===== src/rtl/mips_ctrl_pkg.sv =====
// Shared encodings for the multicycle MIPS control path: state codes, opcodes,
// and the ALUOp / ALUSrcB / PCSource select values used by datapath and ALU control.
package mips_ctrl_pkg;

  typedef enum logic [3:0] {
    S_FETCH  = 4'd0,
    S_DECODE = 4'd1,
    S_MEMADR = 4'd2,
    S_MEMRD  = 4'd3,
    S_MEMWB  = 4'd4,
    S_MEMWR  = 4'd5,
    S_EXEC   = 4'd6,
    S_ALUWB  = 4'd7,
    S_BRANCH = 4'd8,
    S_JUMP   = 4'd9,
    S_ADDIEX = 4'd10,
    S_ADDIWB = 4'd11,
    S_ERROR  = 4'd12
  } state_e;

  localparam logic [5:0] OP_RTYPE = 6'b000000;
  localparam logic [5:0] OP_LW    = 6'b100011;
  localparam logic [5:0] OP_SW    = 6'b101011;
  localparam logic [5:0] OP_BEQ   = 6'b000100;
  localparam logic [5:0] OP_J     = 6'b000010;
  localparam logic [5:0] OP_ADDI  = 6'b001000;

  localparam logic [1:0] ALUOP_ADD   = 2'b00;
  localparam logic [1:0] ALUOP_SUB   = 2'b01;
  localparam logic [1:0] ALUOP_FUNCT = 2'b10;

  localparam logic [2:0] SRCB_B      = 3'b000;
  localparam logic [2:0] SRCB_FOUR   = 3'b001;
  localparam logic [2:0] SRCB_IMM    = 3'b010;
  localparam logic [2:0] SRCB_IMM_SH = 3'b011;

  localparam logic [1:0] PCSRC_ALU    = 2'b00;
  localparam logic [1:0] PCSRC_TARGET = 2'b01;
  localparam logic [1:0] PCSRC_JUMP   = 2'b10;

endpackage


===== src/rtl/multicycle_control.sv =====
// Moore control FSM for a multicycle MIPS datapath, with a wait counter that
// stretches instruction fetch and data reads over MEM_WAIT extra memory cycles.
module multicycle_control
  import mips_ctrl_pkg::*;
#(
  parameter int unsigned MEM_WAIT = 1
) (
  input  logic       clk,
  input  logic       reset,
  input  logic [5:0] opCode,
  output logic       PCWriteCond,
  output logic       PCWrite,
  output logic       IorD,
  output logic       MemRead,
  output logic       MemWrite,
  output logic       MemtoReg,
  output logic       IRWrite,
  output logic       ALUSrcA,
  output logic       RegWrite,
  output logic       RegDst,
  output logic [1:0] PCSource,
  output logic [1:0] ALUOp,
  output logic [2:0] ALUSrcB,
  output logic [3:0] state_o,
  output logic       err
);

  localparam logic [2:0] WAIT_LAST = 3'(MEM_WAIT);

  state_e     state_q, state_d;
  logic [2:0] cnt_q, cnt_d;
  logic       wait_done;

  assign wait_done = (cnt_q == WAIT_LAST);

  always_ff @(posedge clk) begin
    if (reset) begin
      state_q <= S_FETCH;
      cnt_q   <= 3'd0;
    end else begin
      state_q <= state_d;
      cnt_q   <= cnt_d;
    end
  end

  always_comb begin
    state_d = state_q;
    cnt_d   = cnt_q;
    case (state_q)
      S_FETCH:  if (wait_done) state_d = S_DECODE;
      S_DECODE: begin
        case (opCode)
          OP_LW, OP_SW: state_d = S_MEMADR;
          OP_RTYPE:     state_d = S_EXEC;
          OP_BEQ:       state_d = S_BRANCH;
          OP_J:         state_d = S_JUMP;
          OP_ADDI:      state_d = S_ADDIEX;
          default:      state_d = S_ERROR;
        endcase
      end
      S_MEMADR: state_d = (opCode == OP_LW) ? S_MEMRD : S_MEMWR;
      S_MEMRD:  if (wait_done) state_d = S_MEMWB;
      S_EXEC:   state_d = S_ALUWB;
      S_ADDIEX: state_d = S_ADDIWB;
      S_ERROR:  state_d = S_ERROR;
      S_MEMWB, S_MEMWR, S_ALUWB, S_BRANCH, S_JUMP, S_ADDIWB: state_d = S_FETCH;
      default:  state_d = S_FETCH;
    endcase
    // Counter restarts on entry to a memory-wait state and saturates rather than wrapping.
    if ((state_d == S_FETCH || state_d == S_MEMRD) && state_d != state_q)
      cnt_d = 3'd0;
    else if ((state_q == S_FETCH || state_q == S_MEMRD) && cnt_q != 3'd7)
      cnt_d = cnt_q + 3'd1;
  end

  always_comb begin
    PCWriteCond = 1'b0;
    PCWrite     = 1'b0;
    IorD        = 1'b0;
    MemRead     = 1'b0;
    MemWrite    = 1'b0;
    MemtoReg    = 1'b0;
    IRWrite     = 1'b0;
    ALUSrcA     = 1'b0;
    RegWrite    = 1'b0;
    RegDst      = 1'b0;
    PCSource    = PCSRC_ALU;
    ALUOp       = ALUOP_ADD;
    ALUSrcB     = SRCB_B;
    err         = 1'b0;
    case (state_q)
      S_FETCH: begin
        MemRead = 1'b1;
        // Instruction latch and PC increment happen once, on the last wait cycle.
        if (wait_done) begin
          IRWrite = 1'b1;
          ALUSrcB = SRCB_FOUR;
          PCWrite = 1'b1;
        end
      end
      S_DECODE: ALUSrcB = SRCB_IMM_SH;
      S_MEMADR: begin
        ALUSrcA = 1'b1;
        ALUSrcB = SRCB_IMM;
      end
      S_MEMRD: begin
        MemRead = 1'b1;
        IorD    = 1'b1;
      end
      S_MEMWB: begin
        RegWrite = 1'b1;
        MemtoReg = 1'b1;
      end
      S_MEMWR: begin
        MemWrite = 1'b1;
        IorD     = 1'b1;
      end
      S_EXEC: begin
        ALUSrcA = 1'b1;
        ALUOp   = ALUOP_FUNCT;
      end
      S_ALUWB: begin
        RegWrite = 1'b1;
        RegDst   = 1'b1;
      end
      S_BRANCH: begin
        ALUSrcA     = 1'b1;
        ALUOp       = ALUOP_SUB;
        PCWriteCond = 1'b1;
        PCSource    = PCSRC_TARGET;
      end
      S_JUMP: begin
        PCWrite  = 1'b1;
        PCSource = PCSRC_JUMP;
      end
      S_ADDIEX: begin
        ALUSrcA = 1'b1;
        ALUSrcB = SRCB_IMM;
      end
      S_ADDIWB: RegWrite = 1'b1;
      S_ERROR:  err = 1'b1;
      default: ;
    endcase
  end

  assign state_o = state_q;

endmodule

===== config.mk =====
export PLATFORM = sky130hd
export DESIGN_NAME = multicycle_control
export DESIGN_NICKNAME = d
export VERILOG_FILES = /design/src/rtl/mips_ctrl_pkg.sv /design/src/rtl/multicycle_control.sv
export SDC_FILE = /design/constraint.sdc
export NUM_CORES = 1
export LEC_CHECK = 0
export CAP_MARGIN = 25
export CORE_MARGIN = 3
export CORE_UTILIZATION = 47
export CTS_CLUSTER_DIAMETER = 200
export DETAILED_ROUTE_END_ITERATION = 10
export HOLD_SLACK_MARGIN = 0.12
export PLACE_DENSITY = 0.87
export SYNTH_ARGS = -nofsm -noshare
export SYNTH_HDL_FRONTEND = slang
export SYNTH_SLANG_ARGS = --single-unit

===== constraint.sdc =====
create_clock -name clk -period 3.5 [get_ports clk]
set_input_delay 0.525 -clock clk [delete_from_list [all_inputs] [get_ports clk]]
set_output_delay 0.525 -clock clk [all_outputs]
set_load 0.01 [all_outputs]

==> summary.log, run 1 <==
[run_status] outcome finished clean
[drt] number of vias per cell 5.85
[yosys] most common cell in the synthesized netlist nor2_1
[clocking] number of CTS-inserted buffers 3
[clocking] later-pin clock latency in the skew report 0.25 ns
[power] sequential cell fraction of total power 25.0%
[sta] Fin Setup TNS 0 ns
[sta] skew final 0.000911 ns
[yosys] most frequent cells after synthesis 14 x nor2_1, 7 x dfxtp_1, 6 x buf_4, 6 x nand2_1
[worst_hold_path] type of the worst min-delay path reg2reg
[clocking] Clock Sinks 7
[sta] minimum clock period after layout 2.63 ns
[die] area enclosed by the die boundary 2280 µm²
[yosys] synth unique cells 42
[critical_path] total buffers and inverters traversed by the critical path 1
[clocking] Max clock buf depth 2
[drt] post-route DRC violation count 0
[clocking] H-tree depth 1
[flow_run] max-cap violations 0
[drt] detailed-route via count 843
[critical_path] crit path DAT 2.11 ns
[die] number of standard-cell rows in the floorplan 14
[sta] share of the clock period used by the worst path 75.2%
[critical_path] kind of capture point of the worst setup path primary output
[yosys] cell count after synthesis 108
[critical_path] Critical Path Max Stage Delay 0.52 ns
[yosys] top post-synthesis cells by area dfxtp_1 17%, nor2_1 6.4%, buf_4 5.5%, ha_1 4.6%, nor4b_1 4.3%
[drt] routed wire length 1990 µm
[yosys] post-synth top area share 17.1%
[grt] via count of the first global-routing pass 717
[drt] first-iteration detailed-routing DRC count 14
[yosys] post-synthesis area per instance 7.59 µm²
[power] cell-internal power 318 µW
[grt] pin count of the biggest net entering global routing 20
[placed_design] HPWL reported at the end of detailed placement 1570 µm
[clocking] clock edge transition at the registers on the reported setup and hold paths 0.05 ns
[critical_path] Critical-path top delay cell clkdlybuf4s50_1
[yosys] total nets after synthesis 119
[yosys] mapped cell area 820 µm²
[placed_design] weighted congestion at the end of routability-driven global placement 0.771
[die] floorplan die width 47.8 µm
[die] effective utilization at floorplan 52.0%
[clocking] clock tree from TritonCTS yes
[critical_path] data required time at the worst endpoint 2.97 ns
[critical_path] category of the most critical setup path reg2out
[grt] Total GRT Usage 19.6%
[critical_path] largest driver fanout on the critical path 3
[power] clock share of power 13.3%
[yosys] count of flip-flops with a built-in enable after synthesis 0
[sta] Peak Freq 0.380 GHz
[sta] total setup violations reported at the end of the flow 0
[power] sw power 214 µW
[yosys] synthesis warning total 0
[sta] Worst Max-Slew Pin Slew 0.617 ns
[placed_design] number of buffers added on ports 28
[yosys] flip-flop and latch count after synthesis 7
[sta] post-route worst hold slack 0.589 ns
[final_layout] area added between synthesis and finish 29.3%
[drt] ANT nets after route 0
[sta] Max Transition Viols Final 0
[grt] antenna violations before repair 0
[yosys] fraction of the yosys area taken by sequential cells 17.1%
[placed_design] area of placed instances 1030 µm²
[clocking] buffers inserted by post-CTS timing repair 0
[grt] global-route wire length before repair 3130 µm
[yosys] most used flip-flop cell after synthesis dfxtp_1
[die] overall die height 47.8 µm
[clocking] number of buffers inserted for hold repair after clock tree synthesis 0
[critical_path] kind of cell adding the most delay to the critical path simple AND/OR/NAND/NOR gates
[clocking] root buffer selected by CTS clkbuf_4
[final_layout] antenna cell count 0
[final_layout] fraction of layout cells with a size suffix above 1 10.9%
[drt] post-DR wirelength/cell 13.8 µm
[critical_path] critical path cell sequence ha_1 > or2b_1 > nor4_1 > or2_2 > clkdlybuf4s50_1
[grt] sum of overflow across all layers after global routing 0
[power] switching fraction of total power 40.2%
[yosys] cell accounting for the most synthesized area dfxtp_1
[sta] relative max-transition margin 58.8%
[power] leakage 0.396 nW
[yosys] async set-reset flop share out of synthesis 0%
[die] number of ports placed on the die boundary 30
[drt] first-pass detailed-route iteration total 4
[sta] unrepaired setup endpoints after global routing false
[critical_path] Critical Path Source Type flop
[clocking] post_cts resized 0
[die] Floorplan Core Area 1580 µm²
[sta] hold violation count in the final report 0
[final_layout] finished layout cell area 1060 µm²
[final_layout] final net count 140
[power] pwr/cell area 502 nW/µm²
[power] part of the total power dissipated in combinational logic 61.8%
[power] Max IR drop VDD 313 µV
cell families after synthesis:
kind of cell,after synthesis,synth area share [%]
mux,2,3.05
compound gates,25,22.1
buf+inv,14,11.4
fa+ha+maj,3,4.58
simple gates,54,39.1
xor+xnor,2,2.14
flops,7,17.1
other cells,1,0.458
power groups by stage:
stage / Combinational, mW / Sequential [mW] / Clock [mW]
finish: 0.328 / 0.133 / 0.0706
global placement: 0.319 / 0.132 / 0
CTS: 0.331 / 0.132 / 0.0758
detailed placement: 0.330 / 0.133 / 0
floorplan: 0.231 / 0.114 / 0
global route: 0.367 / 0.137 / 0.0791
flip-flops by register name, summed over array words and instances (netlist names):
register and flops:
cnt_q 3, state_o 4
routing by layer:
metal	GRT usage, %	up-vias	wire [µm]
met1	23.0	388	867
met5	0	-	0
met3	2.26	2	64
li1	-	432	-
met2	34.6	21	1040
met4	9.68	0	12
worst paths after layout:
kind	slack, ns	cells after the start	end	start
max	0.87	5	PCWrite	cnt_q[0]
min	0.59	2	cnt_q[0]	cnt_q[0]
max reg2reg	1.23	5	cnt_q[0]	state_o[1]
min reg2reg	0.59	2	cnt_q[0]	cnt_q[0]
metrics by stage:
stage / std cells / power, mW / utilization, % / setup WS (ns)
finish: 144 / 0.532 / 67.2 / 0.869
global route: 144 / 0.583 / 67.2 / 0.741
CTS: 144 / 0.539 / 67.2 / 0.844
detailed placement: 140 / 0.463 / 65.6 / 0.754
global placement: 140 / 0.451 / 65.6 / 0.818
floorplan: 108 / 0.345 / - / 1.35
final cells by class:
class	instances	area (µm²)
multi-input combinational	87	586
fill	130	517
timing repair buffer	28	280
sequential	7	140
clock buffer	4	26.3
tap	16	20.0
inverter	2	7.51
layout by cell type (no fill, tap or decap), types with 4 or more instances in the layout:
master,instances
a211oi_1,4
nand2b_1,5
dfxtp_1,7
nor3_1,5
a21oi_1,5
clkdlybuf4s50_1,28
nor4b_1,4
nor2_1,14
nand2_1,6
worst register-to-register path, delay by kind of cell (launching register included):
family / cells / cell delay (ns)
AO/OA/AOI/OAI: 2 / 0.28
multiplexers: 1 / 0.34
AND/OR/NAND/NOR: 2 / 0.86
flip-flops: 1 / 0.71
Note: power is estimated with default switching activity, not from simulation.
==> run 2, diff against run 1 <==
--- a/config.mk
+++ b/config.mk
@@ -7,11 +7,11 @@
 export LEC_CHECK = 0
 export CAP_MARGIN = 25
 export CORE_MARGIN = 3
-export CORE_UTILIZATION = 47
+export CORE_UTILIZATION = 39
 export CTS_CLUSTER_DIAMETER = 200
 export DETAILED_ROUTE_END_ITERATION = 10
 export HOLD_SLACK_MARGIN = 0.12
-export PLACE_DENSITY = 0.87
+export PLACE_DENSITY = 0.77
 export SYNTH_ARGS = -nofsm -noshare
 export SYNTH_HDL_FRONTEND = slang
 export SYNTH_SLANG_ARGS = --single-unit
==> constraint.sdc (replaced) <==
create_clock -name clk -period 2.34 [get_ports clk]
set_input_delay 0.351 -clock clk [delete_from_list [all_inputs] [get_ports clk]]
set_output_delay 0.351 -clock clk [all_outputs]
set_load 0.01 [all_outputs]
==> run 2 against run 1 <==
First-iteration DRC count shrank 43%. Register-to-register slack got worse by 0.88 ns. Worst setup slack worse by 0.73 ns. Clock-buffer cell count stayed put. Combinational power grew 70%. Sequential share of layout area is 1.5 points lower. Critical endpoint is now cnt_q[2]. Clock power increased by 52%. Global-route usage decreased by 1.1 points.
==> summary.log, run 2 (synthesis results as in run 1) <==
[sta] Peak Freq 0.454 GHz
[critical_path] kind of capture point of the worst setup path flop
[final_layout] final net count 155
[die] floorplan die width 51.8 µm
[worst_hold_path] Worst Hold Launch cnt_q[0]
[clocking] Clock Sinks 7
[critical_path] R2R Path End cnt_q[2]
[sta] total setup violations reported at the end of the flow 0
[clocking] root buffer selected by CTS clkbuf_4
[sta] unrepaired setup endpoints after global routing false
[worst_hold_path] type of the worst min-delay path reg2reg
[power] sw power 331 µW
[final_layout] number of flip-flops under the largest register name 4
[placed_design] area of placed instances 1160 µm²
[clocking] Max clock buf depth 2
[critical_path] Critical Path Source Type input pin
[final_layout] antenna cell count 0
[final_layout] fraction of layout cells with a size suffix above 1 23.8%
[die] Floorplan Core Area 1860 µm²
[drt] first-pass detailed-route iteration total 4
[final_layout] commonest cells after routing, fill and taps aside 27 x clkdlybuf4s50_1, 15 x buf_4, 14 x nor2_1
[power] clock share of power 12.5%
[final_layout] area added between synthesis and finish 47.9%
[sta] skew final 0.00755 ns
[clocking] clock tree from TritonCTS yes
[drt] first-iteration detailed-routing DRC count 8
[power] cell-internal power 524 µW
[power] sequential cell fraction of total power 22.3%
[sta] post-route worst hold slack 0.544 ns
[clocking] clock edge transition at the registers on the reported setup and hold paths 0.05 ns
[drt] ANT nets after route 0
[die] effective utilization at floorplan 44.1%
[critical_path] crit path DAT 2.37 ns
[power] total power of the final layout 855 µW
[critical_path] Critical-path top delay cell or4b_4
[critical_path] category of the most critical setup path in2reg
[critical_path] largest driver fanout on the critical path 3
[clocking] later-pin clock latency in the skew report 0.25 ns
[sta] share of the clock period used by the worst path 94.1%
[critical_path] kind of cell adding the most delay to the critical path simple AND/OR/NAND/NOR gates
[critical_path] setup slack, reg-to-reg 0.35 ns
[die] overall die height 51.8 µm
[grt] sum of overflow across all layers after global routing 0
[sta] Max Transition Viols Final 0
[critical_path] critical path cell sequence clkdlybuf4s50_1 > or4b_4 > or4_1 > o211ai_2 > mux2_4 > a211oi_1
[clocking] H-tree depth 1
[final_layout] most common cell after layout, fill and taps aside clkdlybuf4s50_1
[power] Max IR drop VDD 554 µV
[power] part of the total power dissipated in combinational logic 65.2%
[critical_path] Critical Path Max Stage Delay 0.54 ns
[grt] via count of the first global-routing pass 867
[drt] routed wire length 2150 µm
[power] leakage 0.492 nW
[grt] antenna violations before repair 0
[clocking] number of CTS-inserted buffers 3
[worst_hold_path] Hold Crit Depth 2
[placed_design] HPWL reported at the end of detailed placement 1770 µm
[grt] pin count of the biggest net entering global routing 17
[run_status] outcome finished clean
[critical_path] total buffers and inverters traversed by the critical path 1
[grt] global-route wire length before repair 3790 µm
[sta] hold violation count in the final report 0
[final_layout] finished layout cell area 1210 µm²
[critical_path] worst reg-to-reg path cell count 5
[placed_design] number of buffers added on ports 28
[power] switching fraction of total power 38.7%
[die] area enclosed by the die boundary 2690 µm²
[die] number of standard-cell rows in the floorplan 15
[die] number of ports placed on the die boundary 30
[clocking] number of buffers inserted for hold repair after clock tree synthesis 0
[critical_path] startpoint of the worst register-to-register path state_o[1]
[drt] post-DR wirelength/cell 12.8 µm
[worst_hold_path] end point of the most critical hold path cnt_q[0]
[drt] detailed-route via count 918
[sta] Fin Setup TNS 0 ns
[sta] minimum clock period after layout 2.20 ns
[flow_run] max-cap violations 0
[grt] Total GRT Usage 18.5%
[drt] post-route DRC violation count 0
[power] pwr/cell area 705 nW/µm²
[clocking] buffers inserted by post-CTS timing repair 0
[drt] number of vias per cell 5.46
[critical_path] data required time at the worst endpoint 2.51 ns
[placed_design] weighted congestion at the end of routability-driven global placement 0.804
## run 2: cell count changes in the layout (fill, tap and decap cells not counted)
cell,delta
buf_4,+15
clkdlybuf4s50_1,-1
dfxtp_1,-2
dfxtp_2,+2
dlymetal6s2s_1,+1
nor2b_1,-1
nor2b_2,+1
nor4_1,-1
nor4_4,+1
or2_2,-1
or2_4,+1
or2b_1,-1
or2b_4,+1
## run 2: final cells by class
cell class / instances / area, µm²
Fill cell: 159 / 646
Multi-Input combinational cell: 87 / 609
Timing Repair Buffer: 43 / 395
Sequential cell: 7 / 143
Tap cell: 25 / 31.3
Clock buffer: 4 / 26.3
Inverter: 2 / 7.51
## run 2: worst min-delay path, stage by stage (launching register included)
cell and delay, ns:
dfxtp_2 0.35, xnor2_1 0.11, a211oi_1 0.04
## run 2: per-stage QoR
stage / cells / setup slack, ns / util, %
after floorplan: 108 / 0.367 / -
after global placement: 164 / -0.0894 / 62.3
after detailed placement: 164 / -0.135 / 62.3
after CTS: 168 / 0.0219 / 64.0
after global routing: 168 / 0.0730 / 65.3
final: 168 / 0.138 / 65.3
## run 2: repair_timing
item,in CTS,in global routing
gates resized for setup,1,7
setup endpoints to repair,2,6
pin swaps,1,0
## run 2: worst max path at each step
| stage | from | endpoint | slack (ns) | depth (start not counted) |
|---|---|---|---|---|
| final | opCode[2] | cnt_q[2] | 0.14 | 6 |
| after global routing | cnt_q[1] | ALUSrcB[0] | 0.07 | 6 |
| after CTS | cnt_q[0] | PCWrite | 0.02 | 5 |
| after detailed placement | opCode[2] | cnt_q[0] | -0.14 | 6 |
| after global placement | opCode[2] | cnt_q[2] | -0.09 | 6 |
| after floorplan | opCode[2] | cnt_q[0] | 0.37 | 5 |
## run 2: power by group through the flow
stage / Sequential, mW / Clock [mW] / Combinational, mW
after global placement: 0.185 / 0 / 0.526
after global routing: 0.198 / 0.119 / 0.623
final: 0.191 / 0.107 / 0.557
after detailed placement: 0.186 / 0 / 0.537
after floorplan: 0.170 / 0 / 0.346
after CTS: 0.185 / 0.111 / 0.542
## run 2: layer usage
metal / track usage (%) / part of all wire [%] / up-vias
met5: 0 / 0 / -
met4: 3.93 / 0.51 / 0
met3: 5.16 / 4.6 / 2
met2: 32.0 / 48 / 26
met1: 22.6 / 47 / 426
li1: - / - / 464
